--- src/rtl/store_buffer.sv ---
// -----------------------------------------------------------------------------
// store_buffer
//   Circular store queue between MEM and the data cache. Stores are allocated
//   speculatively at the tail, become committed when WB commits them (the
//   cmt pointer), and drain from the head to the dcache one at a time.
//   Regions: committed = [head, cmt), speculative = [cmt, tail).
//   Loads are checked against all valid entries for address hazards.
//
//   Optional feature macro: STORE_BUFFER_FWD_EN
//     defined   -> youngest matching full-word (wstrb 4'hF) entry forwards its
//                  data; a youngest partial match stalls the load.
//     undefined -> no forwarding; any match stalls the load.
//
// Ports
//   clk, rst_n          clock (rising edge), async active-low reset
//   enq_*_i / enq_ready_o  store allocation from MEM
//   commit_i, cancel_i, flush_i  WB control
//   wr_*_o, wr_ack_i    head-entry write to dcache
//   ld_addr_i           load address for hazard check
//   ld_conflict_o       load must stall
//   fwd_hit_o/fwd_data_o full-word forward result
//   empty_o             no valid entries
// -----------------------------------------------------------------------------
module store_buffer #(
    parameter int DEPTH = 4
) (
    input  logic        clk,
    input  logic        rst_n,
    input  logic        enq_valid_i,
    input  logic [31:0] enq_addr_i,
    input  logic [31:0] enq_data_i,
    input  logic [3:0]  enq_wstrb_i,
    output logic        enq_ready_o,
    input  logic        commit_i,
    input  logic        cancel_i,
    input  logic        flush_i,
    output logic        wr_req_o,
    output logic [31:0] wr_addr_o,
    output logic [31:0] wr_data_o,
    output logic [3:0]  wr_wstrb_o,
    input  logic        wr_ack_i,
    input  logic [31:0] ld_addr_i,
    output logic        ld_conflict_o,
    output logic        fwd_hit_o,
    output logic [31:0] fwd_data_o,
    output logic        empty_o
);

    localparam int PW = $clog2(DEPTH);
    localparam int CW = PW + 1;
    localparam logic [CW-1:0] DEPTH_C = CW'(DEPTH);

    logic [PW-1:0]    head_q, head_d, cmt_q, cmt_d, tail_q, tail_d;
    logic [CW-1:0]    count_q, count_d, ccount_q, ccount_d;
    logic [CW-1:0]    spec_cnt;
    logic [DEPTH-1:0] valid_q, valid_d;

    // Payload storage; never reset, qualified by valid_q.
    logic [31:0] addr_mem  [DEPTH];
    logic [31:0] data_mem  [DEPTH];
    logic [3:0]  wstrb_mem [DEPTH];

    logic enq_fire, commit_fire, ack_fire, drop_spec;

    assign enq_ready_o = (count_q < DEPTH_C);
    assign empty_o     = (count_q == '0);
    assign wr_req_o    = (ccount_q != '0);
    assign spec_cnt    = count_q - ccount_q;

    assign drop_spec   = flush_i | cancel_i;
    assign enq_fire    = enq_valid_i & enq_ready_o & ~drop_spec;
    assign commit_fire = commit_i & (spec_cnt != '0);
    assign ack_fire    = wr_ack_i & wr_req_o;

    always_comb begin
        head_d   = head_q + PW'(ack_fire);
        cmt_d    = cmt_q + PW'(commit_fire);
        ccount_d = ccount_q + CW'(commit_fire) - CW'(ack_fire);
        tail_d   = tail_q + PW'(enq_fire);
        count_d  = count_q + CW'(enq_fire) - CW'(ack_fire);
        if (drop_spec) begin
            // Speculative region collapses onto the post-commit cmt pointer.
            tail_d  = cmt_d;
            count_d = ccount_d;
        end
    end

    // An entry is valid iff its age offset from the new head is below the
    // new count; this clears drained and discarded entries uniformly.
    generate
        for (genvar gi = 0; gi < DEPTH; gi++) begin : g_valid
            logic [PW-1:0] offset;
            assign offset      = PW'(gi) - head_d;
            assign valid_d[gi] = ({1'b0, offset} < count_d);
        end
    endgenerate

    always_ff @(posedge clk or negedge rst_n) begin
        if (!rst_n) begin
            head_q   <= '0;
            cmt_q    <= '0;
            tail_q   <= '0;
            count_q  <= '0;
            ccount_q <= '0;
            valid_q  <= '0;
        end else begin
            head_q   <= head_d;
            cmt_q    <= cmt_d;
            tail_q   <= tail_d;
            count_q  <= count_d;
            ccount_q <= ccount_d;
            valid_q  <= valid_d;
        end
    end

    always_ff @(posedge clk) begin
        if (enq_fire) begin
            addr_mem[tail_q]  <= enq_addr_i;
            data_mem[tail_q]  <= enq_data_i;
            wstrb_mem[tail_q] <= enq_wstrb_i;
        end
    end

    // Head entry cannot be overwritten while committed: tail only reaches
    // head when full, and enq is blocked when full.
    assign wr_addr_o  = wr_req_o ? addr_mem[head_q]  : '0;
    assign wr_data_o  = wr_req_o ? data_mem[head_q]  : '0;
    assign wr_wstrb_o = wr_req_o ? wstrb_mem[head_q] : '0;

    logic [DEPTH-1:0] match;
    generate
        for (genvar gi = 0; gi < DEPTH; gi++) begin : g_match
            assign match[gi] = valid_q[gi]
                             && (addr_mem[gi][31:2] == ld_addr_i[31:2])
                             && (wstrb_mem[gi] != 4'h0);
        end
    endgenerate

`ifdef STORE_BUFFER_FWD_EN
    logic          found;
    logic [PW-1:0] young_idx;

    // Walk oldest to youngest so the last match seen is the youngest.
    always_comb begin
        found     = 1'b0;
        young_idx = '0;
        for (int k = 0; k < DEPTH; k++) begin
            if (match[head_q + PW'(k)]) begin
                found     = 1'b1;
                young_idx = head_q + PW'(k);
            end
        end
    end

    assign fwd_hit_o     = found && (wstrb_mem[young_idx] == 4'hF);
    assign ld_conflict_o = found && (wstrb_mem[young_idx] != 4'hF);
    assign fwd_data_o    = fwd_hit_o ? data_mem[young_idx] : '0;
`else
    assign ld_conflict_o = |match;
    assign fwd_hit_o     = 1'b0;
    assign fwd_data_o    = '0;
`endif

endmodule

--- config.mk ---
export PLATFORM = sky130hd
export DESIGN_NAME = store_buffer
export DESIGN_NICKNAME = d
export VERILOG_FILES = /design/src/rtl/store_buffer.sv
export SDC_FILE = /design/constraint.sdc
export NUM_CORES = 1
export LEC_CHECK = 0
export BUFFER_PORTS_ARGS = -buffer_cell sky130_fd_sc_hd__buf_2
export CAP_MARGIN = 25
export CORE_MARGIN = 2
export CORE_UTILIZATION = 35
export DETAILED_ROUTE_END_ITERATION = 12
export SLEW_MARGIN = 20
export SYNTH_ARGS = -nofsm -noshare
export SYNTH_HDL_FRONTEND = slang
export SYNTH_SLANG_ARGS = --single-unit
--- constraint.sdc ---
create_clock -name clk -period 13.1 [get_ports clk]
set_input_delay 2.62 -clock clk [delete_from_list [all_inputs] [get_ports clk]]
set_output_delay 2.62 -clock clk [all_outputs]
set_load 0.005 [all_outputs]
==> results.toml <==
[critical_path]
cp_max_fo = 4
crit_family = "simple AND/OR/NAND/NOR gates"
cp.depth = 7
r2r_setup_slack_ns = 9.22
cp_cell_sequence = "buf_2, xnor2_1, nand4_1, nor4_1, nand2_1, nand4_1, buf_2"
worst_path_max_delay_cell = "nor4_1"
path_buf_inv = 2
timing.rr.start = "ccount_q[1]$_DFF_PN0_"
worstSetupPathType = "primary input to output pin"
r2r-end = "valid_q[3]$_DFF_PN0_"
worstPathRequired_ns = 10.48
cp_data_arrival_time_ns = 4.17
cp_slowest_stage_delay_ns = 0.40
cp-startpoint = "ld_addr_i[29]"
rr_worst_depth = 13
end_kind = "output pin"
timing.critical_path.from_type = "primary input"
endpoint = "ld_conflict_o"

[sta]
drv_slew = 0
max_freq_ghz = 0.147
final_hold_viol_count = 0
fin_crit_sh = 0.518
hold_slack_ns = 0.451
setup_violations = 0
rsz0062_at_grt = "no"
layout_setup_ws_ns = 6.31
worstMarginPinSlew_ns = 0.929
slew_headroom = 0.381
min_period_ns = 6.79
clock_skew_ns = 0.0156
tns_ns = 0

[synthesis]
synth_warnings = 0
netlist_instances = 746
synthFlopType = "edfxtp_1"
ys_seq_area_frac = 0.664
synth-edff-count = 272
synth.most_common_cell = "edfxtp_1"
synthTopCellsByCount = "edfxtp_1, xnor2_1, and2_1"
synth_top_area_share = 0.633
syn_area_per_cell_sq_um = 17.3
synth_area_leaders = "edfxtp_1, mux4_2, xnor2_1, and2_1, dfrtp_1"
synth.distinct_cells = 34
yosys.area.top_type = "edfxtp_1"
ys_ff_latch = 288
synth_area_sq_um = 12900
async_reset_ff_frac = 0.0556

[floorplan]
initial_core_util = 0.354
die_h_um = 196
die_w_um = 196
fp-row-count = 70
boundaryPins = 212
die_area_sq_um = 38400
core_sq_um = 36400

[clocking]
h-tree-depth = 2
root_buffer = "clkbuf_16"
post_cts_buffers = 0
holdBufCountCts = 0
post_cts_resized = 0
cts_tree = "done"
cts_buffers = 34
clock-sinks = 288
clk_latency_ns = 0.51
cts_buffer_depth = 3
clkSlewWorstSetupHoldPaths_ns = 0.05

[route]
vias = 6812
drc_errors = 0
drt_wl_total_um = 30400
ant_nets = 0
first_pass_iters = 4
drt_iter0_markers = 450
via_per_inst = 4.84
avgRoutedWirePerCell_um = 21.6

[power_and_ir_drop]
pwr-share-clk = 0.298
power_density_nw_per_um2 = 193
power_frac_seq = 0.404
p_int_mw = 2.05
p_switching_uw = 859
p_total_mw = 2.91
power_leakage_nw = 5.14
ir_drop_mv = 0.112
swShare = 0.295
pwr-share-comb = 0.298

[place]
hpwl_um = 20500
placed_cell_area_sq_um = 14100
placed_cells = 1344
place_congestion = 0.775
port_buffers = 176
pre_cts_ws_ns = 6.37

[global_routing]
overflow = 0
grtUsageTotal = 0.159
grt_pass1_vias = 7081
grt_pass1_wl_um = 44700
antenna_found_initial = 8
grt_max_degree = 56

[cells_and_area]
final-instance-count-excl-fill = 1406
nFillCells = 3353
drive_gt1_frac = 0.334
seq_area_sq_um = 8580
post-route-util = 0.415
multi_input_area_sq_um = 3920
area_growth_pct = 17.0
layout.nets = 1032
fin_area_sq_um = 15100

[flow_run]
drv_cap = 0

[hold_path]
min_path_type = "flop to flop"
hold_path.startpoint = "cmt_q[1]$_DFF_PN0_"

[outcome]
status = "completed"
## sequential cells by signal (all words and copies together), names as in the netlist
register	flops
count_q	3
data_mem	128
head_q	2
addr_mem	128
tail_q	2
wstrb_mem	16
valid_q	4
cmt_q	2
ccount_q	3
## cells in the final DEF, fill, tap and decap left out, types with 3 or more instances in the layout
cell type,count
edfxtp_1,272
buf_2,176
xnor2_1,119
and2_1,70
mux4_2,68
clkbuf_16,35
conb_1,33
nand4_1,32
inv_1,14
dfrtp_1,14
ha_1,11
xor2_1,10
nor4_1,10
buf_4,9
clkbuf_1,8
clkinv_1,6
mux2_2,4
nor2_1,4
a21oi_1,4
clkinv_2,4
diode_2,3
o21ai_1,3
## worst min path at each step
stage	to	slack, ns	cells past startpoint
after detailed placement	cmt_q[1]$_DFF_PN0_	0.45	1
after global routing	cmt_q[1]$_DFF_PN0_	0.47	1
after floorplan	cmt_q[1]$_DFF_PN0_	0.43	1
final	cmt_q[1]$_DFF_PN0_	0.45	1
after global placement	cmt_q[1]$_DFF_PN0_	0.45	1
after CTS	cmt_q[1]$_DFF_PN0_	0.46	1
## power groups by stage
stage / Clock (mW) / Sequential (mW) / Combinational [mW]
2_1_floorplan: 0 / 1.12 / 0.657
3_3_place_gp: 0 / 1.20 / 0.881
3_5_place_dp: 0 / 1.20 / 0.887
4_1_cts: 0.894 / 1.18 / 0.891
5_1_grt: 0.922 / 1.19 / 0.961
6_report: 0.866 / 1.18 / 0.868
## per-layer routing
metal  part of all wire  GRT usage
met1               0.43      0.207
met3              0.065     0.0437
met2               0.49      0.263
met5             0.0013          0
met4              0.019     0.0469
## logic make-up (layout without fill, tap and decap cells)
family | count (synthesis) | count (layout) | share of synthesized area
compound gates | 11 | 11 | 0.00485
xor+xnor | 130 | 130 | 0.0888
fa+ha+maj | 13 | 13 | 0.0138
buf+inv | 101 | 258 | 0.0441
flops | 288 | 288 | 0.664
mux | 73 | 73 | 0.123
other cells | 1 | 36 | 0.000290
simple gates | 129 | 129 | 0.0614
## cell type report
type                    count  share of cell area
diodes                      3            0.000497
clock buffers              43              0.0600
clock inverters            16             0.00754
inverters                  14             0.00348
multi-input cells         389               0.259
flip-flops and latches    288               0.568
well taps                 468              0.0388
repair buffers            185              0.0628
No activity file was read; power rests on OpenSTA's default activity.
